==> src/rtl/memory_stage_pkg.sv <==
// Shared definitions for the memory stage: memory op codes, FSM states and op decode helpers.
package mem_stage_defs;

    localparam logic [3:0] MOP_NONE = 4'd0;
    localparam logic [3:0] MOP_LDW  = 4'd1;
    localparam logic [3:0] MOP_LDH  = 4'd2;
    localparam logic [3:0] MOP_LDHS = 4'd3;
    localparam logic [3:0] MOP_LDB  = 4'd4;
    localparam logic [3:0] MOP_LDBS = 4'd5;
    localparam logic [3:0] MOP_STW  = 4'd6;
    localparam logic [3:0] MOP_STH  = 4'd7;
    localparam logic [3:0] MOP_STB  = 4'd8;

    typedef enum logic [1:0] {
        ST_IDLE = 2'd0,
        ST_OP1  = 2'd1,
        ST_OP2  = 2'd2
    } state_t;

    typedef enum logic [1:0] {
        SZ_BYTE = 2'd0,
        SZ_HALF = 2'd1,
        SZ_WORD = 2'd2
    } size_t;

    typedef struct packed {
        logic  is_load;
        logic  is_store;
        logic  sign_ext;
        size_t size;
    } mop_info_t;

    function automatic logic mop_is_load(input logic [3:0] op);
        return op inside {MOP_LDW, MOP_LDH, MOP_LDHS, MOP_LDB, MOP_LDBS};
    endfunction

    function automatic logic mop_is_store(input logic [3:0] op);
        return op inside {MOP_STW, MOP_STH, MOP_STB};
    endfunction

    // Codes 9..15 decode as inactive, same as NONE.
    function automatic logic mop_active(input logic [3:0] op);
        return mop_is_load(op) | mop_is_store(op);
    endfunction

    function automatic mop_info_t mop_decode(input logic [3:0] op);
        mop_info_t info;
        info          = '0;
        info.is_load  = mop_is_load(op);
        info.is_store = mop_is_store(op);
        info.sign_ext = (op == MOP_LDHS) || (op == MOP_LDBS);
        case (op)
            MOP_LDW, MOP_STW:           info.size = SZ_WORD;
            MOP_LDH, MOP_LDHS, MOP_STH: info.size = SZ_HALF;
            default:                    info.size = SZ_BYTE;
        endcase
        return info;
    endfunction

endpackage

==> src/rtl/mem_lane_align.sv <==
// Combinational lane steering: byte enables, lane-replicated store data,
// extended load data and alignment check for one access.
module mem_lane_align
    import mem_stage_defs::*;
(
    input  logic [3:0]  op,
    input  logic [1:0]  addr_lo,
    input  logic [31:0] sdata,
    input  logic [31:0] rdata,
    output logic [3:0]  be,
    output logic [31:0] wdata,
    output logic [31:0] ldata,
    output logic        misaligned
);

    mop_info_t  info;
    logic [7:0] lane_byte [4];
    logic [7:0] sel_byte;
    logic [15:0] sel_half;

    assign info = mop_decode(op);

    generate
        for (genvar gi = 0; gi < 4; gi++) begin : g_lane
            assign lane_byte[gi] = rdata[8*gi +: 8];
        end
    endgenerate

    always_comb begin
        be         = 4'b0000;
        wdata      = 32'd0;
        ldata      = 32'd0;
        misaligned = 1'b0;
        sel_byte   = lane_byte[addr_lo];
        sel_half   = addr_lo[1] ? rdata[31:16] : rdata[15:0];
        if (info.is_load || info.is_store) begin
            case (info.size)
                SZ_WORD: begin
                    be         = 4'b1111;
                    wdata      = sdata;
                    ldata      = rdata;
                    misaligned = |addr_lo;
                end
                SZ_HALF: begin
                    be         = addr_lo[1] ? 4'b1100 : 4'b0011;
                    wdata      = {2{sdata[15:0]}};
                    ldata      = {{16{info.sign_ext & sel_half[15]}}, sel_half};
                    misaligned = addr_lo[0];
                end
                default: begin
                    be    = 4'b0001 << addr_lo;
                    wdata = {4{sdata[7:0]}};
                    ldata = {{24{info.sign_ext & sel_byte[7]}}, sel_byte};
                end
            endcase
        end
    end

endmodule

==> src/rtl/memory_stage.sv <==
// Memory pipeline stage: up to two sequential bus accesses per accepted
// execute result, then a one-cycle result strobe towards writeback.
module memory_stage
    import mem_stage_defs::*;
#(
    parameter int unsigned TIMEOUT_CYCLES = 255
) (
    input  logic        clk,
    input  logic        rst,
    input  logic        in_valid,
    output logic        in_ready,
    input  logic [31:0] r1,
    input  logic [31:0] r2,
    input  logic        cres,
    input  logic [31:0] m_a1,
    input  logic [31:0] m_a2,
    input  logic [3:0]  m_r1_op,
    input  logic [3:0]  m_r2_op,
    input  logic [4:0]  r_a1,
    input  logic [4:0]  r_a2,
    input  logic [3:0]  r_op,
    output logic        mem_req,
    output logic        mem_we,
    output logic [31:0] mem_addr,
    output logic [31:0] mem_wdata,
    output logic [3:0]  mem_be,
    input  logic        mem_ack,
    input  logic [31:0] mem_rdata,
    output logic        out_valid,
    output logic [31:0] q1,
    output logic [31:0] q2,
    output logic        qcres,
    output logic [4:0]  qr_a1,
    output logic [4:0]  qr_a2,
    output logic [3:0]  qr_op,
    output logic        misalign,
    output logic        bus_err
);

    state_t      state_reg, state_next;
    logic [3:0]  op1_reg, op1_next, op2_reg, op2_next;
    logic [31:0] a1_reg, a1_next, a2_reg, a2_next;
    logic [31:0] res1_reg, res1_next, res2_reg, res2_next;
    logic        cres_reg, cres_next;
    logic [4:0]  ra1_reg, ra1_next, ra2_reg, ra2_next;
    logic [3:0]  rop_reg, rop_next;
    logic        mis_reg, mis_next, err_reg, err_next;
    logic [31:0] cnt_reg, cnt_next;
    logic        final_fire;

    logic        out_valid_reg, qcres_reg, misalign_reg, bus_err_reg;
    logic [31:0] q1_reg, q2_reg;
    logic [4:0]  qr_a1_reg, qr_a2_reg;
    logic [3:0]  qr_op_reg;

    logic        in_op, cur_is_op2;
    logic [3:0]  cur_op;
    logic [31:0] cur_addr, cur_sdata, lane_ldata, slot_res;
    logic        lane_mis, timed_out, slot_done, slot_timeout;

    assign in_op      = (state_reg != ST_IDLE);
    assign cur_is_op2 = (state_reg == ST_OP2);
    assign cur_op     = cur_is_op2 ? op2_reg  : op1_reg;
    assign cur_addr   = cur_is_op2 ? a2_reg   : a1_reg;
    // The slot result register still holds the original r value while its access runs.
    assign cur_sdata  = cur_is_op2 ? res2_reg : res1_reg;

    mem_lane_align u_align (
        .op         (cur_op),
        .addr_lo    (cur_addr[1:0]),
        .sdata      (cur_sdata),
        .rdata      (mem_rdata),
        .be         (mem_be),
        .wdata      (mem_wdata),
        .ldata      (lane_ldata),
        .misaligned (lane_mis)
    );

    assign in_ready     = (state_reg == ST_IDLE);
    assign mem_req      = in_op && !lane_mis;
    assign mem_we       = mop_is_store(cur_op);
    assign mem_addr     = {cur_addr[31:2], 2'b00};
    assign timed_out    = (TIMEOUT_CYCLES != 0) && (cnt_reg == TIMEOUT_CYCLES);
    assign slot_done    = in_op && (lane_mis || mem_ack || timed_out);
    assign slot_timeout = timed_out && !mem_ack && !lane_mis;
    assign slot_res     = (mem_ack && !lane_mis && mop_is_load(cur_op)) ? lane_ldata : cur_sdata;

    always_comb begin
        state_next = state_reg;
        op1_next   = op1_reg;
        op2_next   = op2_reg;
        a1_next    = a1_reg;
        a2_next    = a2_reg;
        res1_next  = res1_reg;
        res2_next  = res2_reg;
        cres_next  = cres_reg;
        ra1_next   = ra1_reg;
        ra2_next   = ra2_reg;
        rop_next   = rop_reg;
        mis_next   = mis_reg;
        err_next   = err_reg;
        cnt_next   = cnt_reg + 32'd1;
        final_fire = 1'b0;
        case (state_reg)
            ST_IDLE: begin
                cnt_next = 32'd0;
                if (in_valid) begin
                    op1_next  = m_r1_op;
                    op2_next  = m_r2_op;
                    a1_next   = m_a1;
                    a2_next   = m_a2;
                    res1_next = r1;
                    res2_next = r2;
                    cres_next = cres;
                    ra1_next  = r_a1;
                    ra2_next  = r_a2;
                    rop_next  = r_op;
                    mis_next  = 1'b0;
                    err_next  = 1'b0;
                    if (cres && mop_active(m_r1_op)) begin
                        state_next = ST_OP1;
                    end else if (cres && mop_active(m_r2_op)) begin
                        state_next = ST_OP2;
                    end else begin
                        final_fire = 1'b1;
                    end
                end
            end
            ST_OP1: begin
                if (slot_done) begin
                    cnt_next  = 32'd0;
                    res1_next = slot_res;
                    mis_next  = mis_reg | lane_mis;
                    err_next  = err_reg | slot_timeout;
                    if (mop_active(op2_reg)) begin
                        state_next = ST_OP2;
                    end else begin
                        state_next = ST_IDLE;
                        final_fire = 1'b1;
                    end
                end
            end
            ST_OP2: begin
                if (slot_done) begin
                    cnt_next   = 32'd0;
                    res2_next  = slot_res;
                    mis_next   = mis_reg | lane_mis;
                    err_next   = err_reg | slot_timeout;
                    state_next = ST_IDLE;
                    final_fire = 1'b1;
                end
            end
            default: state_next = ST_IDLE;
        endcase
    end

    always_ff @(posedge clk) begin
        if (!rst) begin
            state_reg     <= ST_IDLE;
            op1_reg       <= MOP_NONE;
            op2_reg       <= MOP_NONE;
            a1_reg        <= 32'd0;
            a2_reg        <= 32'd0;
            res1_reg      <= 32'd0;
            res2_reg      <= 32'd0;
            cres_reg      <= 1'b0;
            ra1_reg       <= 5'd0;
            ra2_reg       <= 5'd0;
            rop_reg       <= 4'd0;
            mis_reg       <= 1'b0;
            err_reg       <= 1'b0;
            cnt_reg       <= 32'd0;
            out_valid_reg <= 1'b0;
            q1_reg        <= 32'd0;
            q2_reg        <= 32'd0;
            qcres_reg     <= 1'b0;
            qr_a1_reg     <= 5'd0;
            qr_a2_reg     <= 5'd0;
            qr_op_reg     <= 4'd0;
            misalign_reg  <= 1'b0;
            bus_err_reg   <= 1'b0;
        end else begin
            state_reg     <= state_next;
            op1_reg       <= op1_next;
            op2_reg       <= op2_next;
            a1_reg        <= a1_next;
            a2_reg        <= a2_next;
            res1_reg      <= res1_next;
            res2_reg      <= res2_next;
            cres_reg      <= cres_next;
            ra1_reg       <= ra1_next;
            ra2_reg       <= ra2_next;
            rop_reg       <= rop_next;
            mis_reg       <= mis_next;
            err_reg       <= err_next;
            cnt_reg       <= cnt_next;
            out_valid_reg <= final_fire;
            if (final_fire) begin
                q1_reg       <= res1_next;
                q2_reg       <= res2_next;
                qcres_reg    <= cres_next;
                qr_a1_reg    <= ra1_next;
                qr_a2_reg    <= ra2_next;
                qr_op_reg    <= rop_next;
                misalign_reg <= mis_next;
                bus_err_reg  <= err_next;
            end
        end
    end

    assign out_valid = out_valid_reg;
    assign q1        = q1_reg;
    assign q2        = q2_reg;
    assign qcres     = qcres_reg;
    assign qr_a1     = qr_a1_reg;
    assign qr_a2     = qr_a2_reg;
    assign qr_op     = qr_op_reg;
    assign misalign  = misalign_reg;
    assign bus_err   = bus_err_reg;

endmodule

==> config.mk <==
export PLATFORM = sky130hd
export DESIGN_NAME = memory_stage
export DESIGN_NICKNAME = d
export VERILOG_FILES = /design/src/rtl/memory_stage_pkg.sv /design/src/rtl/mem_lane_align.sv /design/src/rtl/memory_stage.sv
export SDC_FILE = /design/constraint.sdc
export NUM_CORES = 1
export LEC_CHECK = 0
export ABC_AREA = 0
export CAP_MARGIN = 10
export CORE_ASPECT_RATIO = 1.75
export CORE_UTILIZATION = 40
export CTS_BUF_LIST = sky130_fd_sc_hd__clkbuf_8
export CTS_CLUSTER_SIZE = 10
export DETAILED_ROUTE_END_ITERATION = 7
export DONT_BUFFER_PORTS = 1
export GPL_TIMING_DRIVEN = 0
export PLACE_DENSITY = 0.61
export SLEW_MARGIN = 20
export SYNTH_ARGS = -nofsm -noshare
export SYNTH_HDL_FRONTEND = slang
export SYNTH_HIERARCHICAL = 1
export SYNTH_SLANG_ARGS = --single-unit
==> constraint.sdc <==
create_clock -name clk -period 4.9 [get_ports clk]
set_input_delay 0.245 -clock clk [delete_from_list [all_inputs] [get_ports clk]]
set_output_delay 0.245 -clock clk [all_outputs]
set_load 0.005 [all_outputs]
### Word-level counts from Yosys, hierarchy flattened

Index checks and enable logic that the tools add are counted.

* input port bits: 187
* output and inout bits: 153
* word-level logic and storage cells: 159
* register bits: 269

* magnitude comparators: 1
* equality and inequality tests: 41
* muxes and demuxes: 54
* shift operators: 1
* $add $sub $neg: 1
* reductions and logical operators: 30
* bitwise operators: 8

Operator list (number)
* $mux W32: 10
* $pmux W32 S2: 5
* $eq A4 B3 Y1 const B: 16
* $add A32 B1 Y32 const B: 1
* $eq A32 B8 Y1 const B: 1
* $eq A4 B2 Y1 const B: 8
* $mux W4: 5
* $mux W5: 4
* $reduce_bool A5 Y1: 4
* $bmux W8 S2: 1
* $eq A4 B1 Y1 const B: 4
* $eq A4 B4 Y1 const B: 4
* $mux W16: 1
* $mux W8: 2
* $mux W1: 13
* $mux W2: 6
* $reduce_bool A3 Y1: 4
* $logic_and A1 B1 Y1: 8
* $pmux W4 S2: 1
* $pmux W1 S2: 3
* $pmux W2 S3: 1
* $reduce_or A2 Y1: 3
* $or A1 B1 Y1: 5
* $eq A2 B1 Y1 const B: 2
* 17 further kinds: 24

### Logic depth before layout (Yosys ltp)

Gate-level depths: netlist of run 1.

* depth after elaboration: 14
* depth in mapped cells: 23
* depth with buffers taken out: 15

### Hierarchy

The synthesis of run 1 kept the hierarchy.

By module, submodules not included
* memory_stage: instances 1, cells each 1415, seq. area each 5385.2 sq um, area each 12592.1 sq um
* mem_lane_align: instances 1, cells each 233, seq. area each 0.0 sq um, area each 1471.4 sq um

### Least setup slack after synthesis of run 1

Ideal clock, no wire load.

* path type: register to register
* from: register state_reg[0]
* to: register res1_reg[10]
* path slack: -16 ps
* cell stages (with the launch flop): 23
* clock period less this slack: 4916 ps
* buffers on the path: 8
* data arrival time: 4785 ps
* library setup time: 131 ps
* data required time: 4769 ps
* path through: dfxtp_1 > inv_1 > ha_1 > buf_2 > buf_1 > buf_1 > mux2_2 > nor2b_1 > nand2_1 > a21oi_1 > inv_1 > ha_1 > buf_2 > buf_2 > clkbuf_1 > a211oi_1 > nand3b_1 > nor4bb_1 > buf_2 > buf_2 > mux2i_1 > a2bb2oi_1 > a21boi_0

* word-level cells in the longest chain between the ends: 14
* elaborated cells on any way between the ends: 44
* those cells by class: 12 x eq/ne; 15 x mux; 2 x bitwise; 15 x reduce/logical

Ends and longest elaborated chain
* start, declared: line memory_stage.sv:40 `state_t state_reg, state_next;`
* start signal, assigned: line memory_stage.sv:183 `state_reg <= state_next;`
* $eq A2 B2 Y1 *: line memory_stage.sv:62 `assign cur_is_op2 = (state_reg == ST_OP2);`
* $mux W4 *: line memory_stage.sv:63 `assign cur_op = cur_is_op2 ? op2_reg : op1_reg;`
* via cur_op[0]: line memory_stage.sv:57 `logic [3:0] cur_op;`
* $eq A4 B3 Y1 (tied with other cells): line memory_stage_pkg.sv:38, memory_stage_pkg.sv:52
* $reduce_or A3 Y1 / $reduce_or A2 Y1 (equally long branches): line memory_stage_pkg.sv:52 `case (op)`
* $pmux W2 S2: line memory_stage_pkg.sv:52
* $eq A2 B1 Y1 / $eq A2 B2 Y1 (equally long branches): line mem_lane_align.sv:37 `case (info.size)`
* $pmux W1 S2: line mem_lane_align.sv:37
* $mux W1 *: line mem_lane_align.sv:36 `if (info.is_load || info.is_store) begin`
* via lane_mis: line memory_stage.sv:59 `logic lane_mis, timed_out, slot_done, slot_timeout;`
* $logic_not A1 Y1: line memory_stage.sv:86 `assign slot_res = (mem_ack && !lane_mis && mop_is_load(cur_op)) ? lane_ldata : cur_sdata;`
* $logic_and A1 B1 Y1 (2 in series): line memory_stage.sv:86
* $mux W32: line memory_stage.sv:86
* $mux W32 *: line memory_stage.sv:130 `if (slot_done) begin`
* $pmux W32 S2 *: line memory_stage.sv:104 `case (state_reg)`
* end signal, assigned: line memory_stage.sv:188 `res1_reg <= res1_next;`
* end, declared: line memory_stage.sv:43 `logic [31:0] res1_reg, res1_next, res2_reg, res2_next;`

Mark *: on every way through the listed nets, which the timed path passes. The rest lies on a longest branch. The select of a mux whose other input is x is not followed.
A chain may end at the register's enable or synchronous reset.

### Worst setup path after layout of run 1

* from: register state_reg[0]
* to: register res2_reg[24]

* word-level cells in the longest chain between the ends: 14
* elaborated cells on any way between the ends: 44
* those cells by class: 11 x eq/ne; 15 x mux; 3 x bitwise; 15 x reduce/logical

Ends and longest elaborated chain
* $eq A2 B2 Y1 *: line memory_stage.sv:62
* $mux W4 *: line memory_stage.sv:63
* via cur_op[0]: line memory_stage.sv:57
* $eq A4 B3 Y1 (tied with other cells): line memory_stage_pkg.sv:38, memory_stage_pkg.sv:52
* $reduce_or A3 Y1 / $reduce_or A2 Y1 (equally long branches): line memory_stage_pkg.sv:52
* $pmux W2 S2: line memory_stage_pkg.sv:52
* $eq A2 B1 Y1 / $eq A2 B2 Y1 (equally long branches): line mem_lane_align.sv:37
* $pmux W1 S2: line mem_lane_align.sv:37
* $mux W1 *: line mem_lane_align.sv:36
* via lane_mis: line memory_stage.sv:59
* $logic_not A1 Y1: line memory_stage.sv:86
* $logic_and A1 B1 Y1 (2 in series): line memory_stage.sv:86
* $mux W32: line memory_stage.sv:86
* $mux W32 *: line memory_stage.sv:144 `if (slot_done) begin`
* $pmux W32 S2 *: line memory_stage.sv:104
* end signal, assigned: line memory_stage.sv:189 `res2_reg <= res2_next;`
* end, declared: line memory_stage.sv:43

Marked as above.

==> results of run 1 <==
## through the flow
step           TNS (ns)  power (uW)  cell area [sq um]  utilization [%]
5_1_grt        -0.04454        9893              17250            49.89
3_3_place_gp    -316.32        6857              14640            42.36
2_1_floorplan         0        5653              14070                -
4_1_cts               0        9199              16950            49.03
3_5_place_dp    -316.08        6923              14650            42.38
6_report              0        9427              17250            49.90
## placed cells by master, fill, tap and decap left out, types with 25 or more instances in the layout
cell type	n
sky130_fd_sc_hd__a22oi_1	86
sky130_fd_sc_hd__a21oi_1	76
sky130_fd_sc_hd__buf_4	35
sky130_fd_sc_hd__dlygate4sd3_1	119
sky130_fd_sc_hd__nor2_1	99
sky130_fd_sc_hd__a31oi_1	35
sky130_fd_sc_hd__o211a_1	25
sky130_fd_sc_hd__o21ai_0	89
sky130_fd_sc_hd__nand2_1	241
sky130_fd_sc_hd__clkbuf_1	76
sky130_fd_sc_hd__clkbuf_8	50
sky130_fd_sc_hd__a21boi_0	103
sky130_fd_sc_hd__mux2_2	82
sky130_fd_sc_hd__nor2b_1	44
sky130_fd_sc_hd__dfxtp_1	269
sky130_fd_sc_hd__buf_2	29
## timing repair
item | in CTS | in global routing
pin swaps | 1 | 2
setup endpoints to repair | 211 | 174
hold buffers | 119 | 0
buffers inserted | 1 | 1
resized for setup | 48 | 53
hold endpoints to repair | 166 | 0
## final timing paths
check        cells past startpoint          from           end  slack (ns)
min                              4        r1[31]  res1_reg[31]        0.03
max                             19  state_reg[0]  res2_reg[24]        0.26
min reg2reg                      1    cnt_reg[0]    cnt_reg[0]        0.45
max reg2reg                     19  state_reg[0]  res2_reg[24]        0.26
## metal layers
layer / vias to the layer above / wire length, microns / global-route usage [%]
met5: - / 0 / 0
met3: 197 / 5292 / 9.574
li1: 6187 / - / -
met2: 703 / 28960 / 56.13
met4: 0 / 4257 / 21.73
met1: 6334 / 18070 / 28.23
## power by group through the flow
stage | Clock (uW) | Combinational, uW | Sequential [uW]
2_1_floorplan | 0 | 2720 | 2930
3_3_place_gp | 0 | 3760 | 3100
3_5_place_dp | 0 | 3810 | 3110
4_1_cts | 2070 | 4060 | 3070
5_1_grt | 2170 | 4600 | 3120
6_report | 2030 | 4320 | 3080
## critical path: cells and delay by family (launching register included)
family	cells	cell delay [ns]
flops	1	0.36
simple gates	3	0.59
mux	1	0.42
fa+ha+maj	2	0.51
compound gates	5	1.06
buf+inv	8	1.59
## layout make-up
class / count / area, sq um
inverter: 16 / 60.06
clock inverter: 23 / 191.4
clock buffer: 50 / 688.2
sequential: 269 / 5385
multi-input combinational: 1197 / 8218
fill: 3290 / 17320
tap: 460 / 575.6
antenna: 11 / 27.53
buffer: 163 / 897.1
timing repair buffer: 121 / 1206
## kinds of logic (layout without fill, tap and decap cells)
family | count (synthesis) | count (layout) | synth area share [%]
adder cells (fa/ha/maj) | 7 | 7 | 0.6227
AND/OR/NAND/NOR | 488 | 488 | 15.77
XOR/XNOR | 35 | 35 | 2.233
other | 1 | 13 | 0.02666
flip-flops | 269 | 269 | 38.29
buffers and inverters | 183 | 373 | 6.334
multiplexers | 133 | 133 | 10.23
AO/OA/AOI/OAI | 532 | 532 | 26.49
==> metrics.log, run 1 <==
INFO  metric outcome = finished, final reports clean
INFO  metric post-route-drc-count = 0
INFO  metric dp_slack = -2.064 ns
INFO  metric max-slew-margin-rel = 22.81%
INFO  metric timing.fmax = 0.2153 GHz
INFO  metric dr.first_iter.drc_count = 918
INFO  metric groute.usage.overall = 30.76%
INFO  metric routabilityCongestion = 0.9474
INFO  metric finalMaxSlewViolations = 0
INFO  metric yosys_register_bits = 269
INFO  metric clk_latency = 0.59 ns
INFO  metric power.internal = 5367 uW
INFO  metric drtAntennaViolNets = 0
INFO  metric ctsLongestPathBuffers = 3
INFO  metric cts.sinks = 269
INFO  metric power_density = 546.5 nW/um^2
INFO  metric core_area = 34,570 sq um
INFO  metric post_drt_wl_per_cell = 24.49 microns
INFO  metric final.period_utilization = 94.78%
INFO  metric leakage = 0.006315 uW
INFO  metric timing.final.hold_violations = 0
INFO  metric critPathMaxStageDelay = 0.43 ns
INFO  metric die-area = 35,940 sq um
INFO  metric synth_cell_types = 70
INFO  metric globalRouteOverflowTotal = 0
INFO  metric fin_nets = 2,004
INFO  metric synth_edf_count = 0
INFO  metric cts_tree = done
INFO  metric crit_path_top_delay_cell = sky130_fd_sc_hd__a311oi_4
INFO  metric core.rowCount = 90
INFO  metric cp-end-kind = flip-flop
INFO  metric arrival = 5.14 ns
INFO  metric sequential_to_total_area_share_from_yosys_stat = 38.29%
INFO  metric vdd_drop_max = 241.9 uV
INFO  metric worst_pin_slew = 1.150 ns
INFO  metric net-switching-power = 4060 uW
INFO  metric power.sequential.fraction = 32.7%
INFO  metric synthTopCellsByArea = sky130_fd_sc_hd__dfxtp_1 (38%), sky130_fd_sc_hd__mux2_2 (6.6%), sky130_fd_sc_hd__nand2_1 (6.4%), sky130_fd_sc_hd__a21boi_0 (5.5%), sky130_fd_sc_hd__a22oi_1 (4.6%)
INFO  metric timing.hold.ws = 0.03425 ns
INFO  metric setup.worst_path.start_class = flip-flop
INFO  metric clkTransAtPathRegs = 0.07 ns
INFO  metric pwr-share-comb = 45.8%
INFO  metric post_syn_instances = 1,648
INFO  metric path_max_fanout = 19
INFO  metric synth_top_cell_area_share = 38.29%
INFO  metric cts_made_buffers = 42
INFO  metric syn-mean-instance-area = 8.534 sq um
INFO  metric worst_hold_path_type = input pin to flip-flop
INFO  metric worst_ep_required_time = 5.39 ns
INFO  metric p_clk_share = 21.5%
INFO  metric finish.cell_count_without_fillers = 2,310
INFO  metric area_added_between_synthesis_and_finish = 22.65%
INFO  metric port_buffers = 0
INFO  metric dr_total_vias = 13,420
INFO  metric grt_start_max_net_pins = 20
INFO  metric postRouteWirelength = 56.58 mm
INFO  metric largest_area_contributor_in_the_netlist = sky130_fd_sc_hd__dfxtp_1
INFO  metric yosys.cell_count.top_type = sky130_fd_sc_hd__dfxtp_1
INFO  metric critical_path.cell_chain = inv_1 > ha_4 > buf_12 > buf_6 > mux2_2 > nor2b_1 > nand2_1 > a21oi_1 > inv_1 > ha_1 > clkbuf_4 > buf_8 > a211oi_4 > or2_2 > a311oi_4 > buf_2 > buf_2 > a21oi_1 > a21boi_0
INFO  metric drt-vias-per-instance = 5.810
INFO  metric switching_share = 43.07%
INFO  metric fin_ws = 0.2557 ns
INFO  metric maxCapViolations = 0
INFO  metric drtPass1Iterations = 6
INFO  metric drive_above_1_share = 16.37%
INFO  metric place_inst = 2,109
INFO  metric ys_dominant_reg_cell = sky130_fd_sc_hd__dfxtp_1
INFO  metric cts-root-buf = sky130_fd_sc_hd__clkbuf_8
INFO  metric htree_levels = 2
INFO  metric grt_pass1_wl = 81.21 mm
INFO  metric post-dp-hpwl = 43.94 mm
INFO  metric criticalPathCategory = flip-flop to flip-flop
INFO  metric final-setup-viol-count = 0
INFO  metric die_y = 250.0 microns
INFO  metric finalCriticalPeriod = 4.644 ns
INFO  metric yosys_warnings = 6
INFO  metric ys_async_sr_fraction = 0%
INFO  metric first_global_vias = 13,410
INFO  metric die_width = 143.7 microns
INFO  metric top_ports = 340
INFO  metric netlist_top_cells_count = sky130_fd_sc_hd__dfxtp_1 (269), sky130_fd_sc_hd__nand2_1 (241), sky130_fd_sc_hd__a21boi_0 (103)
INFO  metric finalClockSkew = 0.02027 ns
INFO  metric start_util = 40.68%
INFO  metric antenna_found_initial = 10
INFO  metric netlist_area = 14,060 sq um
Note: power is estimated with default switching activity, not from simulation.
==> run 2, diff against run 1 <==
--- a/config.mk
+++ b/config.mk
@@ -14,7 +14,7 @@
 export DETAILED_ROUTE_END_ITERATION = 7
 export DONT_BUFFER_PORTS = 1
 export GPL_TIMING_DRIVEN = 0
-export PLACE_DENSITY = 0.61
+export PLACE_DENSITY = 0.65
 export SLEW_MARGIN = 20
 export SYNTH_ARGS = -nofsm -noshare
 export SYNTH_HDL_FRONTEND = slang
==> run 2 against run 1 <==
  * Global-route usage rose by 0.096 points
  * First-iteration DRC count down 5.0%
  * Setup slack got worse by 0.12 ns
  * Utilization down 0.14 points
  * Sequential share of layout area is 0.089 points higher
  * Final area shrank 0.28%
  * Fmax decreased by 2.5%
  * Largest cell class unchanged
  * Highest routed layer unchanged
==> metrics.log, run 2 (synthesis gave the netlist of run 1 again) <==
INFO  metric place_inst = 2,109 (unchanged)
INFO  metric layout.cells.most_common_list = sky130_fd_sc_hd__dfxtp_1 (269), sky130_fd_sc_hd__nand2_1 (241), sky130_fd_sc_hd__dlygate4sd3_1 (120)
INFO  metric routabilityCongestion = 1.002 (+5.7%)
INFO  metric timing.hold.ws = 0.03423 ns (-0.00002490 ns)
INFO  metric criticalPathCategory = flip-flop to flip-flop
INFO  metric cts-root-buf = sky130_fd_sc_hd__clkbuf_8
INFO  metric drive_above_1_share = 15.76% (-0.61 points)
INFO  metric cts_made_buffers = 42 (unchanged)
INFO  metric grt_pass1_wl = 81.92 mm (+0.87%)
INFO  metric core.rowCount = 90 (unchanged)
INFO  metric die-area = 35,940 sq um (unchanged)
INFO  metric final-setup-viol-count = 0 (unchanged)
INFO  metric final.period_utilization = 97.18% (+2.4 points)
INFO  metric met1_length = 18.62 mm (+3.0%)
INFO  metric setup.worst_path.start_class = flip-flop
INFO  metric post-route-drc-count = 0 (unchanged)
INFO  metric met2WireLength = 28.25 mm (-2.4%)
INFO  metric clk_latency = 0.60 ns (about the same)
INFO  metric worst_pin_slew = 1.094 ns (-0.05547 ns)
INFO  metric maxCapViolations = 0 (unchanged)
INFO  metric crit_path_top_delay_cell = sky130_fd_sc_hd__a311oi_4
INFO  metric power_density = 542.1 nW/um^2 (-0.81%)
INFO  metric arrival = 5.27 ns (+0.13 ns)
INFO  metric post_drt_wl_per_cell = 24.55 microns (+0.22%)
INFO  metric cts_tree = done
INFO  metric finish.cell_count_without_fillers = 2,307 (-0.13%)
INFO  metric htree_levels = 2 (unchanged)
INFO  metric dr.first_iter.drc_count = 872 (-5.0%)
INFO  metric drtPass1Iterations = 5 (-1)
INFO  metric worst_ep_required_time = 5.41 ns (+0.02 ns)
INFO  metric groute.usage.overall = 30.86% (+0.096 points)
INFO  metric setup_repair_after_global_routing_missed_its_margin = yes
INFO  metric cts.sinks = 269 (unchanged)
INFO  metric fin_nets = 2,004 (unchanged)
INFO  metric finalCriticalPeriod = 4.762 ns (+0.1176 ns)
INFO  metric mostFrequentLayoutCell = sky130_fd_sc_hd__dfxtp_1
INFO  metric worst_path_most_repeated_cell = sky130_fd_sc_hd__buf_2
INFO  metric finalMaxSlewViolations = 0 (unchanged)
INFO  metric leakage = 0.006329 uW (+0.22%)
INFO  metric dr_total_vias = 13,450 (+0.19%)
INFO  metric drtAntennaViolNets = 0 (unchanged)
INFO  metric critPathMaxStageDelay = 0.47 ns (+0.04 ns)
INFO  metric multiInputGateArea = 8209 sq um (-0.11%)
INFO  metric start_util = 40.68% (unchanged)
INFO  metric grt_start_max_net_pins = 20 (unchanged)
INFO  metric clkTransAtPathRegs = 0.07 ns (about the same)
INFO  metric postRouteWirelength = 56.63 mm (about the same)
INFO  metric core_area = 34,570 sq um (unchanged)
INFO  metric die_width = 143.7 microns (unchanged)
INFO  metric critical_path.cell_chain = inv_1 > ha_2 > buf_12 > buf_6 > mux2_2 > nor2b_2 > nand2_1 > a21oi_1 > inv_1 > ha_1 > buf_2 > o21ai_2 > a211oi_4 > or2_2 > a311oi_4 > buf_2 > buf_2 > a21oi_1 > a31oi_1
INFO  metric drt-vias-per-instance = 5.828 (+0.32%)
INFO  metric worst_hold_path_type = input pin to flip-flop
INFO  metric globalRouteOverflowTotal = 0 (unchanged)
INFO  metric first_global_vias = 13,680 (+2.0%)
INFO  metric cpLargestDelayFamily = buffers and inverters
INFO  metric ff_latch_area = 5385 sq um (unchanged)
INFO  metric fin_setup_tns = 0 ns (unchanged)
INFO  metric timing.fmax = 0.2100 GHz (-2.5%)
INFO  metric post-dp-hpwl = 44.12 mm (+0.41%)
INFO  metric die_y = 250.0 microns (unchanged)
INFO  metric area_added_between_synthesis_and_finish = 22.30%
INFO  metric max-slew-margin-rel = 26.54% (+3.7 points)
INFO  metric outcome = finished, final reports clean
INFO  metric timing.final.hold_violations = 0 (unchanged)
INFO  metric final.fill_count = 3,325 (+1.1%)
INFO  metric antenna_found_initial = 6 (-4)
INFO  metric maxUsedRoutingLayer = met4
INFO  metric cp-end-kind = flip-flop
INFO  metric path_max_fanout = 19 (unchanged)
INFO  metric vdd_drop_max = 341.6 uV (+41%)
INFO  metric route.met3.wl = 5.053 mm (-4.5%)
INFO  metric critPathBufInv = 7 (-1)
INFO  metric port_buffers = 0 (unchanged)
INFO  metric ctsLongestPathBuffers = 3 (unchanged)
INFO  metric finalClockSkew = 0.02545 ns (+0.005185 ns)
INFO  metric top_ports = 340 (unchanged)
==> run 2: final cells by class <==
class	count	area share [%]
antenna	7	0.1018
buffer	163	5.194
clock buffer	52	4.161
clock inverter	22	0.7856
inverter	16	0.3492
multi-input combinational	1197	47.73
sequential	269	31.31
tap	460	3.346
timing repair buffer	121	7.027
==> run 2: worst paths after layout <==
| path | endpoint | start | slack, ns | cells after the start |
|---|---|---|---|---|
| max | q2[21] | state_reg[0] | 0.14 | 19 |
| min reg2reg | cnt_reg[0] | cnt_reg[0] | 0.45 | 1 |
| max reg2reg | q2[21] | state_reg[0] | 0.14 | 19 |
| min | res1_reg[31] | r1[31] | 0.03 | 4 |
==> run 2: tightest hold or removal path: cells and delay by family <==
family / cells / cell delay (ns)
AO/OA/AOI/OAI: 3 / 0.26
AND/OR/NAND/NOR: 1 / 0.09
==> run 2: power breakdown <==
part	switching (uW)	internal, uW
Sequential	424	2660
Combinational	2680	1610
Clock	934	1020
==> run 2: metal layers <==
layer | global-route usage [%] | vias to the layer above
met5 | 0 | -
met4 | 24.38 | 0
met3 | 9.785 | 224
met2 | 55.08 | 662
met1 | 28.25 | 6375
li1 | - | 6185
==> run 2: what timing repair did <==
action	CTS	global route
endpoints found under the setup margin	211	113
buffers inserted	0	1
gates resized for setup	52	43
hold buffers	120	0
pin swaps	0	2
endpoints found under the hold margin	161	0
==> run 2: through the flow <==
stage | instance area, sq um | total power, uW | worst slack (ns) | utilization (%)
after floorplan | 14070 | 5653 | 0.1116 | -
after global placement | 14640 | 6846 | -2.198 | 42.36
after detailed placement | 14660 | 6915 | -2.172 | 42.40
after CTS | 16930 | 9101 | 0.03829 | 48.98
after global routing | 17200 | 9771 | -0.02475 | 49.75
final | 17200 | 9324 | 0.1382 | 49.75
==> run 3, diff against run 2 <==
--- a/config.mk
+++ b/config.mk
@@ -8,13 +8,13 @@
 export ABC_AREA = 0
 export CAP_MARGIN = 10
 export CORE_ASPECT_RATIO = 1.75
-export CORE_UTILIZATION = 40
+export CORE_UTILIZATION = 50
 export CTS_BUF_LIST = sky130_fd_sc_hd__clkbuf_8
 export CTS_CLUSTER_SIZE = 10
 export DETAILED_ROUTE_END_ITERATION = 7
 export DONT_BUFFER_PORTS = 1
 export GPL_TIMING_DRIVEN = 0
-export PLACE_DENSITY = 0.65
+export PLACE_DENSITY = 0.77
 export SLEW_MARGIN = 20
 export SYNTH_ARGS = -nofsm -noshare
 export SYNTH_HDL_FRONTEND = slang
==> run 3 against run 2 <==
  * Cell count shrank 4.2%
  * Power grew 0.83%
  * Final area shrank 1.1%
  * Sequential share of layout area grew 0.36 points
  * Flip-flop and latch count is the same
  * Global-route usage grew 7.4 points
  * Critical path depth shrank 1
  * Routed wire length shrank 0.91%
  * Fmax shrank 0.45%
  * Utilization grew 12 points
  * Clock skew grew 0.0094 ns
  * Die area shrank 20%
  * Critical path type unchanged
  * Highest routed layer unchanged
==> metrics.log, run 3 (synthesis gave the netlist of run 1 again) <==
INFO  metric setup.worst_path.start_class = flip-flop
INFO  metric timing.fmax = 0.2091 GHz (-0.45%)
INFO  metric area_added_between_synthesis_and_finish = 20.91%
INFO  metric vdd_drop_max = 336.4 uV (-1.5%)
INFO  metric final.fill_count = 2,313 (-30%)
INFO  metric dr.first_iter.drc_count = 950 (+8.9%)
INFO  metric antenna_found_initial = 2 (-4)
INFO  metric first_global_vias = 14,040 (+2.6%)
INFO  metric power_density = 552.9 nW/um^2 (+2.0%)
INFO  metric critPathBufInv = 7 (unchanged)
INFO  metric timing.final.hold_violations = 0 (unchanged)
INFO  metric htree_levels = 2 (unchanged)
INFO  metric post_drt_wl_per_cell = 25.39 microns (+3.4%)
INFO  metric core_area = 27,430 sq um (-21%)
INFO  metric max-slew-margin-rel = 35.23% (+8.7 points)
INFO  metric drive_above_1_share = 15.34% (-0.42 points)
INFO  metric die_y = 223.9 microns (-10%)
INFO  metric mostFrequentLayoutCell = sky130_fd_sc_hd__dfxtp_1
INFO  metric finalPower = 9401 uW (+0.83%)
INFO  metric final-setup-viol-count = 0 (unchanged)
INFO  metric post-route-drc-count = 0 (unchanged)
INFO  metric groute.usage.overall = 38.27% (+7.4 points)
INFO  metric port_buffers = 0 (unchanged)
INFO  metric globalRouteOverflowTotal = 0 (unchanged)
INFO  metric cpLargestDelayFamily = buffers and inverters
INFO  metric die-area = 28,830 sq um (-20%)
INFO  metric grt_start_max_net_pins = 20 (unchanged)
INFO  metric path_max_fanout = 19 (unchanged)
INFO  metric fin_nets = 2,002 (-0.10%)
INFO  metric arrival = 5.29 ns (+0.02 ns)
INFO  metric dr_total_vias = 13,820 (+2.7%)
INFO  metric ctsLongestPathBuffers = 3 (unchanged)
INFO  metric core.rowCount = 80 (-11%)
INFO  metric finalClockSkew = 0.03483 ns (+0.009380 ns)
INFO  metric cts_tree = done
INFO  metric grt_pass1_wl = 82.12 mm (+0.24%)
INFO  metric start_util = 51.28% (+11 points)
INFO  metric finalMaxSlewViolations = 0 (unchanged)
INFO  metric worst_hold_path_type = input pin to flip-flop
INFO  metric routabilityCongestion = 1.037 (+3.5%)
INFO  metric layout.cells.most_common_list = sky130_fd_sc_hd__dfxtp_1 (269), sky130_fd_sc_hd__nand2_1 (241), sky130_fd_sc_hd__dlygate4sd3_1 (119)
INFO  metric post-dp-hpwl = 41.39 mm (-6.2%)
INFO  metric drtAntennaViolNets = 0 (unchanged)
INFO  metric final.period_utilization = 97.62% (+0.44 points)
INFO  metric leakage = 0.006312 uW (-0.26%)
INFO  metric cp-end-kind = flip-flop
INFO  metric clk_latency = 0.61 ns (about the same)
INFO  metric cts_made_buffers = 41 (-2.4%)
INFO  metric worst_path_most_repeated_cell = sky130_fd_sc_hd__inv_1
INFO  metric top_ports = 340 (unchanged)
INFO  metric clkTransAtPathRegs = 0.07 ns (about the same)
INFO  metric cts.sinks = 269 (unchanged)
INFO  metric worst_ep_required_time = 5.40 ns (about the same)
INFO  metric drt-vias-per-instance = 6.251 (+7.3%)
INFO  metric drtPass1Iterations = 8 (+3)
INFO  metric criticalPathCategory = flip-flop to flip-flop
INFO  metric crit_path_top_delay_cell = sky130_fd_sc_hd__a311oi_4
INFO  metric outcome = finished, final reports clean
INFO  metric maxCapViolations = 0 (unchanged)
INFO  metric final_design_area_no_fill = 17,000 sq um (-1.1%)
INFO  metric ff_latch_area = 5385 sq um (unchanged)
INFO  metric cts-root-buf = sky130_fd_sc_hd__clkbuf_8
INFO  metric finalCriticalPeriod = 4.783 ns (+0.02153 ns)
INFO  metric placement.cell_area = 14,540 sq um (-0.82%)
INFO  metric critical_path.cell_chain = inv_1 > ha_4 > buf_12 > buf_6 > mux2_2 > nor2b_1 > nand2_1 > a21oi_1 > inv_1 > ha_1 > clkbuf_4 > buf_8 > a211oi_4 > or2_2 > a311oi_4 > buf_1 > a2bb2oi_1 > a21boi_0
INFO  metric die_width = 128.8 microns (-10%)
INFO  metric postRouteWirelength = 56.11 mm (-0.91%)
INFO  metric multiInputGateArea = 8117 sq um (-1.1%)
INFO  metric critPathMaxStageDelay = 0.59 ns (+0.12 ns)
INFO  metric worst_pin_slew = 0.9646 ns (-0.1296 ns)
run 3: layout make-up:
type / instances / share of cell area, %
Multi-Input combinational cell: 1197 / 47.73
Sequential cell: 269 / 31.67
Timing Repair Buffer: 120 / 7.049
Buffer: 163 / 5.232
Clock buffer: 50 / 4.047
Tap cell: 369 / 2.715
Clock inverter: 23 / 1.155
Inverter: 16 / 0.3532
Antenna cell: 3 / 0.04415
run 3: final timing paths:
path / start / end / slack, ns / cells past startpoint
worst max-delay path: state_reg[0] / res1_reg[7] / 0.12 / 18
worst min-delay path: r1[31] / res1_reg[31] / 0.06 / 4
worst max register to register: state_reg[0] / res1_reg[7] / 0.12 / 18
worst min register to register: cnt_reg[0] / cnt_reg[0] / 0.45 / 1
run 3: metal layers:
metal,wire length (microns),share of wire (%),global-route usage (%)
met1,17980,32,35.35
met2,27680,49,67.59
met3,5838,10,13.09
met4,4616,8.2,29.98
met5,0,0,0
run 3: timing repair:
item / CTS / global route
buffers inserted: 0 / 1
cloned: 0 / 0
hold buffers: 119 / 0
pin swaps: 0 / 3
setup endpoints to repair: 211 / 172
endpoints found under the hold margin: 162 / 0
resized for setup: 39 / 42
run 3: tightest hold or removal path, stage by stage:
cell and delay [ns]:
sky130_fd_sc_hd__a22o_1 0.11, sky130_fd_sc_hd__a21oi_1 0.05, sky130_fd_sc_hd__o21a_1 0.12, sky130_fd_sc_hd__nor2b_1 0.11
run 3: where the power goes:
part           leakage [uW]  switching, uW  internal [uW]
Clock              0.000500            951           1100
Sequential          0.00221            429           2650
Combinational       0.00361           2680           1590
Total               0.00631           4060           5340
run 3: stage by stage:
step	utilization (%)	setup slack, ns	hold slack, ns	setup TNS, ns	instances
after floorplan	-	0.1116	0.3899	0	1649
after global placement	52.98	-2.010	0.3955	-308.11	2018
after detailed placement	53.00	-2.097	0.3990	-317.71	2018
after CTS	61.19	0.003891	0.01253	0	2206
after global routing	61.99	-0.05148	0.03369	-0.3405	2209
final	62.00	0.1166	0.05816	0	2210
